[config.mk]
export PLATFORM = sky130hd
export DESIGN_NAME = segment_sniff
export DESIGN_NICKNAME = d
export VERILOG_FILES = /design/src/rtl/segment_sniff.sv
export SDC_FILE = /design/constraint.sdc
export NUM_CORES = 1
export LEC_CHECK = 0
export CORE_ASPECT_RATIO = 0.9
export CORE_UTILIZATION = 63
export CTS_BUF_LIST = sky130_fd_sc_hd__clkbuf_8
export CTS_CLUSTER_DIAMETER = 60
export DETAILED_ROUTE_END_ITERATION = 10
export PLACE_DENSITY_LB_ADDON = 0.05
export SETUP_SLACK_MARGIN = 0.05
export SKIP_LAST_GASP = 1
export SLEW_MARGIN = 15
export SYNTH_ARGS = -nofsm -noshare
export SYNTH_HDL_FRONTEND = slang
export SYNTH_SLANG_ARGS = --single-unit
[constraint.sdc]
create_clock -name i_clk -period 5.5 [get_ports i_clk]
set_clock_uncertainty 0.15 [all_clocks]
set_input_delay 1.1 -clock i_clk [delete_from_list [all_inputs] [get_ports i_clk]]
set_output_delay 1.1 -clock i_clk [all_outputs]
set_load 0.05 [all_outputs]
[src/rtl/segment_sniff.sv]
// Sniffs a multiplexed 7-segment display bus and turns each newly shown glyph into a character event.
// Latency: pins held from before edge 0 give o_valid after edge 3+STABLE (2 sync flops, change detect, count, capture).
// Backpressure: 4-deep FWFT event FIFO; a write into a full FIFO with no pop is dropped and o_ovf sticks high.
module segment_sniff #(
  parameter int DIGITS = 8,
  parameter int STABLE = 4
) (
  input  logic                      i_clk,
  input  logic                      i_rst_n,
  input  logic [6:0]                i_seg,
  input  logic [DIGITS-1:0]         i_an,
  output logic [7:0]                o_code,
  output logic [$clog2(DIGITS)-1:0] o_idx,
  output logic                      o_err,
  output logic                      o_valid,
  input  logic                      i_ready,
  output logic                      o_frame,
  output logic                      o_ovf
);

  localparam int IW = $clog2(DIGITS);
  localparam int SW = DIGITS + 7;
  localparam int EW = IW + 7;
  localparam logic [7:0] STB = 8'(STABLE);

  typedef enum logic {ST_WAIT, ST_HOLD} state_t;

  logic [SW-1:0]     sync1, sync2, prev;
  logic              change;
  logic [7:0]        cnt;
  state_t            state, state_nxt;
  logic              capture;
  logic [DIGITS-1:0] an_low;
  logic              one_low;
  logic [IW-1:0]     cap_idx;
  logic [6:0]        seg_on;
  logic [5:0]        dec_code;
  logic              dec_err;
  logic              take;
  logic              wr;
  logic [DIGITS-1:0] seen;
  logic [5:0]        shadow [DIGITS];
  logic [DIGITS-1:0] mask;
  logic [DIGITS-1:0] cap_bit;
  logic              frame;
  logic              ovf;
  logic [EW-1:0]     mem [4];
  logic [EW-1:0]     head;
  logic [1:0]        rd_ptr, wr_ptr;
  logic [2:0]        count;
  logic              push, pop;

  // Two-flop synchronizer plus a one-cycle history used for change detection.
  always_ff @(posedge i_clk or negedge i_rst_n) begin
    if (!i_rst_n) begin
      sync1 <= '1;
      sync2 <= '1;
      prev  <= '1;
    end else begin
      sync1 <= {i_an, i_seg};
      sync2 <= sync1;
      prev  <= sync2;
    end
  end

  assign change = (sync2 != prev);

  // Stability counter: restart on any line change, otherwise count up and saturate.
  always_ff @(posedge i_clk or negedge i_rst_n) begin
    if (!i_rst_n) begin
      cnt <= 8'd0;
    end else if (change) begin
      cnt <= 8'd0;
    end else if (cnt != STB) begin
      cnt <= cnt + 8'd1;
    end
  end

  // FSM state register.
  always_ff @(posedge i_clk or negedge i_rst_n) begin
    if (!i_rst_n) state <= ST_WAIT;
    else          state <= state_nxt;
  end

  // Capture once per stable period; prev holds the value that was stable, so a change
  // arriving in the capture cycle still captures the old glyph and re-arms WAIT.
  always_comb begin
    state_nxt = state;
    capture   = 1'b0;
    if (state == ST_WAIT && cnt == STB) begin
      capture   = 1'b1;
      state_nxt = ST_HOLD;
    end
    if (change) state_nxt = ST_WAIT;
  end

  assign an_low  = ~prev[SW-1:7];
  assign one_low = (an_low != '0) && ((an_low & (an_low - DIGITS'(1))) == '0);

  // Position of the active (low) digit enable.
  always_comb begin
    cap_idx = '0;
    for (int i = 0; i < DIGITS; i++) begin
      if (an_low[i]) cap_idx = IW'(i);
    end
  end

  assign seg_on = ~prev[6:0];

  // Inverse glyph table; shared shapes resolve to the digit code.
  always_comb begin
    dec_code = 6'h3F;
    dec_err  = 1'b0;
    case (seg_on)
      7'h3F: dec_code = 6'h00;
      7'h06: dec_code = 6'h01;
      7'h5B: dec_code = 6'h02;
      7'h4F: dec_code = 6'h03;
      7'h66: dec_code = 6'h04;
      7'h6D: dec_code = 6'h05;
      7'h7D: dec_code = 6'h06;
      7'h07: dec_code = 6'h07;
      7'h7F: dec_code = 6'h08;
      7'h6F: dec_code = 6'h09;
      7'h77: dec_code = 6'h0A;
      7'h7C: dec_code = 6'h0B;
      7'h39: dec_code = 6'h0C;
      7'h5E: dec_code = 6'h0D;
      7'h79: dec_code = 6'h0E;
      7'h71: dec_code = 6'h0F;
      7'h3D: dec_code = 6'h10;
      7'h76: dec_code = 6'h11;
      7'h1E: dec_code = 6'h13;
      7'h75: dec_code = 6'h14;
      7'h38: dec_code = 6'h15;
      7'h37: dec_code = 6'h16;
      7'h54: dec_code = 6'h17;
      7'h73: dec_code = 6'h19;
      7'h67: dec_code = 6'h1A;
      7'h50: dec_code = 6'h1B;
      7'h78: dec_code = 6'h1D;
      7'h3E: dec_code = 6'h1E;
      7'h1C: dec_code = 6'h1F;
      7'h2A: dec_code = 6'h20;
      7'h36: dec_code = 6'h21;
      7'h6E: dec_code = 6'h22;
      7'h40: dec_code = 6'h24;
      7'h00: dec_code = 6'h3E;
      default: begin
        dec_code = 6'h3F;
        dec_err  = 1'b1;
      end
    endcase
  end

  assign take = capture && one_low;
  assign wr   = take && (!seen[cap_idx] || (shadow[cap_idx] != dec_code));

  // Per-digit shadow of the last captured code; suppresses repeats of a static display.
  always_ff @(posedge i_clk or negedge i_rst_n) begin
    if (!i_rst_n) begin
      seen <= '0;
      for (int i = 0; i < DIGITS; i++) shadow[i] <= 6'd0;
    end else if (take) begin
      seen[cap_idx]   <= 1'b1;
      shadow[cap_idx] <= dec_code;
    end
  end

  assign cap_bit = take ? (DIGITS'(1) << cap_idx) : '0;

  // Frame mask: pulse o_frame the cycle after every digit has been captured, then restart.
  always_ff @(posedge i_clk or negedge i_rst_n) begin
    if (!i_rst_n) begin
      mask  <= '0;
      frame <= 1'b0;
    end else if (&mask) begin
      mask  <= cap_bit;
      frame <= 1'b1;
    end else begin
      mask  <= mask | cap_bit;
      frame <= 1'b0;
    end
  end

  assign o_valid = (count != 3'd0);
  assign pop     = o_valid && i_ready;
  assign push    = wr && ((count != 3'd4) || pop);

  // Event storage; contents are don't-care while the FIFO is empty.
  always_ff @(posedge i_clk) begin
    if (push) mem[wr_ptr] <= {cap_idx, dec_code, dec_err};
  end

  // FIFO pointers, occupancy and sticky overflow flag.
  always_ff @(posedge i_clk or negedge i_rst_n) begin
    if (!i_rst_n) begin
      rd_ptr <= 2'd0;
      wr_ptr <= 2'd0;
      count  <= 3'd0;
      ovf    <= 1'b0;
    end else begin
      if (push) wr_ptr <= wr_ptr + 2'd1;
      if (pop)  rd_ptr <= rd_ptr + 2'd1;
      case ({push, pop})
        2'b10:   count <= count + 3'd1;
        2'b01:   count <= count - 3'd1;
        default: count <= count;
      endcase
      if (wr && count == 3'd4 && !pop) ovf <= 1'b1;
    end
  end

  assign head    = mem[rd_ptr];
  assign o_idx   = o_valid ? head[EW-1 -: IW] : '0;
  assign o_code  = o_valid ? {2'b00, head[6:1]} : 8'h00;
  assign o_err   = o_valid & head[0];
  assign o_frame = frame;
  assign o_ovf   = ovf;

endmodule

---- Word level (Yosys, flattened, before mapping) ----
Memory sizes are Yosys's and may differ from the RTL's.
Cells that the tools add are included.
storage, ports and cells
  register bits ........................... 127
  memory bits (writable) .................. 40
  input port bits ......................... 18
  output and inout port bits .............. 15
  logic and storage cells ................. 136
  memories kept ........................... 1
operators by class
  $add $sub $neg .......................... 6
  magnitude comparators ................... 4
  equality and inequality tests ........... 41
  shift-type cells ........................ 1
  muxes and demuxes ....................... 32
  bitwise operators ....................... 8
  reductions and logical operators ........ 23
memories
  memory  words  width  rd ports  clocked after memory_dff  wr ports  RTL line  RTL
  mem     4      10     1         0                         1         47        logic [EW-1:0] mem [4];
operator list
  cell                 number
  $pmux 6 s34          1
  $eq 7x7->1 const B   21
  $eq 7x6->1 const B   8
  $bwmux 48            1
  $reduce_or 34->1     1
  $mux 8               4
  $mux 6               4
  $mux 3               7
  $bmux 6 s3           1
  $demux 6 s3          1
  $or 8x8->8           2
  $ne 15x15->1         1
  $eq 7x3->1 const B   2
  $eq 7x5->1 const B   2
  $logic_and 1x1->1    10
  $mux 1               10
  $add 8x1->8 const B  1
  $and 8x8->8          1
  $eq 8x3->1 const B   1
  $logic_not 8->1      1
  $ne 8x3->1 const B   1
  $not 8->8            1
  $reduce_and 8->1     1
  $reduce_bool 8->1    1
  26 further kinds     31

---- Longest topological paths before layout ----
  depth after elaboration ................. 18
  gate-level depth with buffers ........... 20
  mapped depth without buffers ............ 17

---- Worst setup path before layout ----
No wires, ideal clock.
  path kind ............................... reg2reg
  start point ............................. register prev[8]
  end point ............................... register count[2]
  setup time .............................. 79 ps
  data arrival time ....................... 3,512 ps
  data required time ...................... 5,271 ps
  slack ................................... 1,758 ps
  stages on the path, launching flop included .. 17
  buffers on the path ..................... 0
  period minus slack after synthesis ...... 3,742 ps
  cells stage by stage .................... dfstp_2 and3b_1 o31ai_4 inv_4 mux2_4 a221o_1 xor2_1 mux2_2 nor2_4 a311oi_4 inv_1 ha_1 inv_1 fa_1 xor2_1 nor2_1 xor2_1
on the way
  longest elaborated chain between the ends .. 18
  elaborated cells between the ends (all ways) .. 29
  those cells by class .................... 1 x add/sub; 3 x eq/ne; 13 x mux; 3 x bitwise; 9 x reduce/logical
RTL lines
  what                                                    RTL line  RTL
  from (decl)                                             28        logic [SW-1:0] sync1, sync2, prev;
  from (signal assigned)                                  62        prev <= sync2;
  $not 8->8 *                                             97        assign an_low = ~prev[SW-1:7];
  $mux 1 *                                                104       if (an_low[i]) cap_idx = IW'(i);
  $mux 3 * (6 in a row)                                   104
  net cap_idx[0]                                          35        logic [IW-1:0] cap_idx;
  $not 3->4 (implied by the code)                         157       assign wr = take && (!seen[cap_idx] || (shadow[cap_idx] != dec_code));
  $bmux 6 s3                                              157
  $mux 6 (implied by the code) (2 in a row)               157
  $ne 6x6->1                                              157
  $logic_or 1x1->1 *                                      157
  $logic_and 1x1->1 *                                     157
  $logic_and 1x1->1 *                                     188       assign push = wr && ((count != 3'd4) || pop);
  $eq 2x1->1 / $eq 2x2->1 (equally long branches)         205       case ({push, pop})
  $pmux 3 s2 / $reduce_bool 2->1 (equally long branches)  --
  to (signal assigned)                                    206       2'b10: count <= count + 3'd1;
  to (signal assigned)                                    207       2'b01: count <= count - 3'd1;
  to (signal assigned)                                    208       default: count <= count;
  to (decl)                                               50        logic [2:0] count;
Mark *: on every way through the listed nets, which the timed path passes. The rest lies on a longest branch. The select of a mux whose other input is x is not followed.
A chain may end at the register's enable or synchronous reset.

---- Worst setup path after layout ----
  start point ............................. register prev[2]
  end point ............................... register count[2]
on the way
  longest elaborated chain between the ends .. 9
  elaborated cells between the ends (all ways) .. 44
  those cells by class .................... 36 x eq/ne; 2 x mux; 1 x bitwise; 5 x reduce/logical
RTL lines
  what                                                    RTL line  RTL
  $not 7->7 *                                             108       assign seg_on = ~prev[6:0];
  $eq 7x7->1, or another cell as far along                114       case (seg_on)
  $pmux 6 s34 *                                           114
  net dec_code[5]                                         37        logic [5:0] dec_code;
  $ne 6x6->1 *                                            157
  $logic_or 1x1->1 *                                      157
  $logic_and 1x1->1 *                                     157
  $logic_and 1x1->1 *                                     188
  $eq 2x1->1 / $eq 2x2->1 (equally long branches)         205
  $pmux 3 s2 / $reduce_bool 2->1 (equally long branches)  --
Mark *: on every way through the listed nets, which the timed path passes. The rest lies on a longest branch.

==> run_results.csv <==
group,metric,value,unit
status,status,"completed",
critical_path,worstPathRequired,5.72,ns
clocking,cts_buffers,17,
grt,grt_pass1_wl,26300,um
sta,whs,0.200,ns
flow_run,cap_viol_max_count,0,
synth,avgSynthCellArea,11.6,um^2
route,post_drt_via_cell_ratio,6.05,
floorplan,die_w,121,um
route,drt_first_pass_iters,5,
synth,netlist_top_cells_area,"dfrtp_1 (26%), edfxtp_1 (15%), dfstp_2 (15%)",
place,gp_congestion,0.872,
finish,drive_gt1_share,18.5,%
synth,yosysSeqAreaShare,55.5,%
critical_path,crit_path_start,"prev[2]",
synth,synthArstFlopShare,76.0,%
clocking,post_cts_resize_count,0,
sta,worst_slew_pin_slew,0.814,ns
sta,rsz0062_at_grt,"false",
place,io_buffers,30,
sta,slew_viol_final,0,
sta,fmax,0.222,GHz
critical_path,crit_path_start_kind,"flip-flop",
floorplan,num_rows,38,
route,drt-initial-drc-count,515,
critical_path,setup.worst_path.end_class,"flip-flop",
critical_path,path_max_fanout,31,
synth,ys.flop_type,"dfrtp_1",
synth,ys.warnings.count,0,
power_and_ir_drop,pwr-share-seq,51.0,%
finish,instances_no_fill,874,
clocking,root_buffer,"clkbuf_8",
finish,area_growth,8.61,%
synth,ys_ff_latch,167,
clocking,cts_sinks,167,
route,remaining_drc_errors,0,
power_and_ir_drop,ir_drop,0.000314,V
floorplan,die_h,109,um
power_and_ir_drop,combPwrFrac,17.9,%
clocking,clk_pin_slew,0.09,ns
power_and_ir_drop,p_sw_share,29.9,%
synth,synth_top_area_share,25.7,%
finish,finalNetCount,727,
critical_path,endpoint,"count[2]",
synth,synth_area,7990,um^2
floorplan,core,12200,um^2
power_and_ir_drop,p_switching,826,uW
sta,finalSetupViolCount,0,
critical_path,arrival,4.72,ns
clocking,cts_max_level,4,
floorplan,ios,33,
synth,yosys.area.top_type,"dfrtp_1",
floorplan,die_area,13100,um^2
critical_path,r2r_slack,1.00,ns
floorplan,initial_core_util,65.4,%
critical_path,r2r_cells,15,
finish,final_area,8680,um^2
synth,synth_edf_count,40,
grt,antenna_found_initial,0,
sta,period_share,81.8,%
power_and_ir_drop,pwr_density_cell,318,nW/um^2
clocking,post_cts_buffers,0,
critical_path,reg2reg_from,"prev[2]",
worst_hold_path,hold_class,"flip-flop to flip-flop",
clocking,cts_max_path_buffers,2,
clocking,cts_hold_buf,0,
power_and_ir_drop,leakagePower,0.00365,uW
route,dr_total_vias,5286,
sta,setup_tns,0,ns
sta,finalHoldViolations,0,
place,place_area,8290,um^2
clocking,cts_tree,"yes",
clocking,insertion_delay,0.44,ns
place,hpwl,10700,um
sta,slew_headroom,45.6,%
grt,grt_pass1_vias,5145,
sta,fin_crit,4.50,ns
grt,grt_overflow_total,0,
power_and_ir_drop,clkPwrFrac,31.1,%
power_and_ir_drop,intPower,1930,uW
critical_path,crit_type,"flip-flop to flip-flop",
power_and_ir_drop,fin_total_pwr,2760,uW
grt,grt_max_degree,64,
route,wl,16000,um
synth,ys_types,91,
route,detail-route-antenna-nets,0,
synth,syn_inst,687,
finish,antenna_cells,0,
place,place_inst,842,
route,wl_per_cell,18.3,um
grt,grt_usage,26.6,%
critical_path,reg2reg_to,"count[2]",
## cell families after synthesis
group | synth area share [%]
flops | 55.5
xor+xnor | 3.18
buf+inv | 3.88
compound gates | 10.7
mux | 7.36
other cells | 0.0469
fa+ha+maj | 1.47
simple gates | 17.9
## stage by stage
step / util [%] / setup WS [ns]
4_1_cts: 71.0 / 1.01
3_5_place_dp: 67.9 / 1.03
2_1_floorplan: - / 1.76
3_3_place_gp: 67.9 / 1.21
5_1_grt: 71.0 / 0.713
6_report: 71.0 / 1.00
## synthesized netlist by cell type, drive strengths merged (5+ instances only)
master  number
a21o         5
or3          7
o21ai       43
dfrtp       82
nand3b       7
edfxtp      40
xor2        23
mux2        12
nand2       69
nand4       10
o31ai        6
buf         27
dfstp       45
nor4         6
clkbuf      13
nor2b       11
or2          6
nor3b        7
inv         21
ha           7
mux2i       22
nor4b        7
nand3       13
a21oi       25
and3         7
and2        19
nand2b      14
nor2        43
nor3        13
xnor2        6
mux4        10
## flip-flops by register name, indices dropped and copies added, names as in the netlist
signal   flops
count        3
wr_ptr       2
sync1       15
o_ovf        1
mem         40
state        1
mask         8
seen         8
rd_ptr       2
o_frame      1
cnt          8
prev        15
sync2       15
shadow      48
## cell type report
cell class | count | area [um^2]
fill | 856 | 3540
timing repair buffer | 34 | 328
multi-input combinational | 460 | 3250
clock buffer | 17 | 234
clock inverter | 15 | 151
inverter | 21 | 81.3
tap | 160 | 200
sequential | 167 | 4440
## layout by cell type (no fill, tap or decap), types with 5 or more instances in the layout
cell type	count
nand3b_1	7
and3_1	7
nor3b_1	7
and2_1	19
nand4_1	10
o21ai_0	40
dfstp_2	45
a21oi_1	25
a21o_1	5
o31ai_1	5
clkbuf_8	17
edfxtp_1	40
nor4_1	5
or3_1	6
xnor2_1	6
mux4_2	10
nor3_1	10
ha_1	7
nor2b_1	11
inv_1	19
nor4b_1	5
nand2_1	68
mux2i_1	22
or2_2	5
dfrtp_1	82
xor2_1	23
mux2_2	10
clkdlybuf4s50_1	29
nor2_1	40
nand2b_1	14
nand3_1	13
buf_4	5
## worst max-delay path: stages (launching register included)
cell      delay, ns
dfstp_2        0.90
nand2b_1       0.25
nor2_1         0.07
o311a_1        0.40
nor2_2         0.16
nor4b_4        0.66
mux2i_1        0.18
a211oi_2       0.30
a311oi_4       0.20
inv_1          0.11
ha_1           0.18
inv_1          0.06
fa_1           0.37
xor2_1         0.15
nor2_1         0.11
xor2_1         0.15
## worst min path at each step
stage | cells past startpoint | start | slack, ns | end
3_3_place_gp | 0 | sync1[5] | 0.20 | sync2[5]
6_report | 0 | sync1[5] | 0.20 | sync2[5]
2_1_floorplan | 0 | sync1[0] | 0.20 | sync2[0]
5_1_grt | 0 | sync1[0] | 0.21 | sync2[0]
4_1_cts | 0 | sync1[0] | 0.20 | sync2[0]
3_5_place_dp | 0 | sync1[12] | 0.20 | sync2[12]
## per-layer routing
metal | GRT usage (%) | part of all wire, %
met5 | 0 | 0
met4 | 8.91 | 1.4
met3 | 5.91 | 5.2
met2 | 41.3 | 46
met1 | 37.3 | 47
## power by group through the flow
stage / sequential [uW] / combinational, uW / clock, uW
finish: 1410 / 494 / 859
global route: 1420 / 530 / 928
CTS: 1410 / 497 / 881
detailed placement: 1430 / 496 / 0
global placement: 1430 / 484 / 0
floorplan: 1370 / 404 / 0
(Power assumes the default switching activity.)
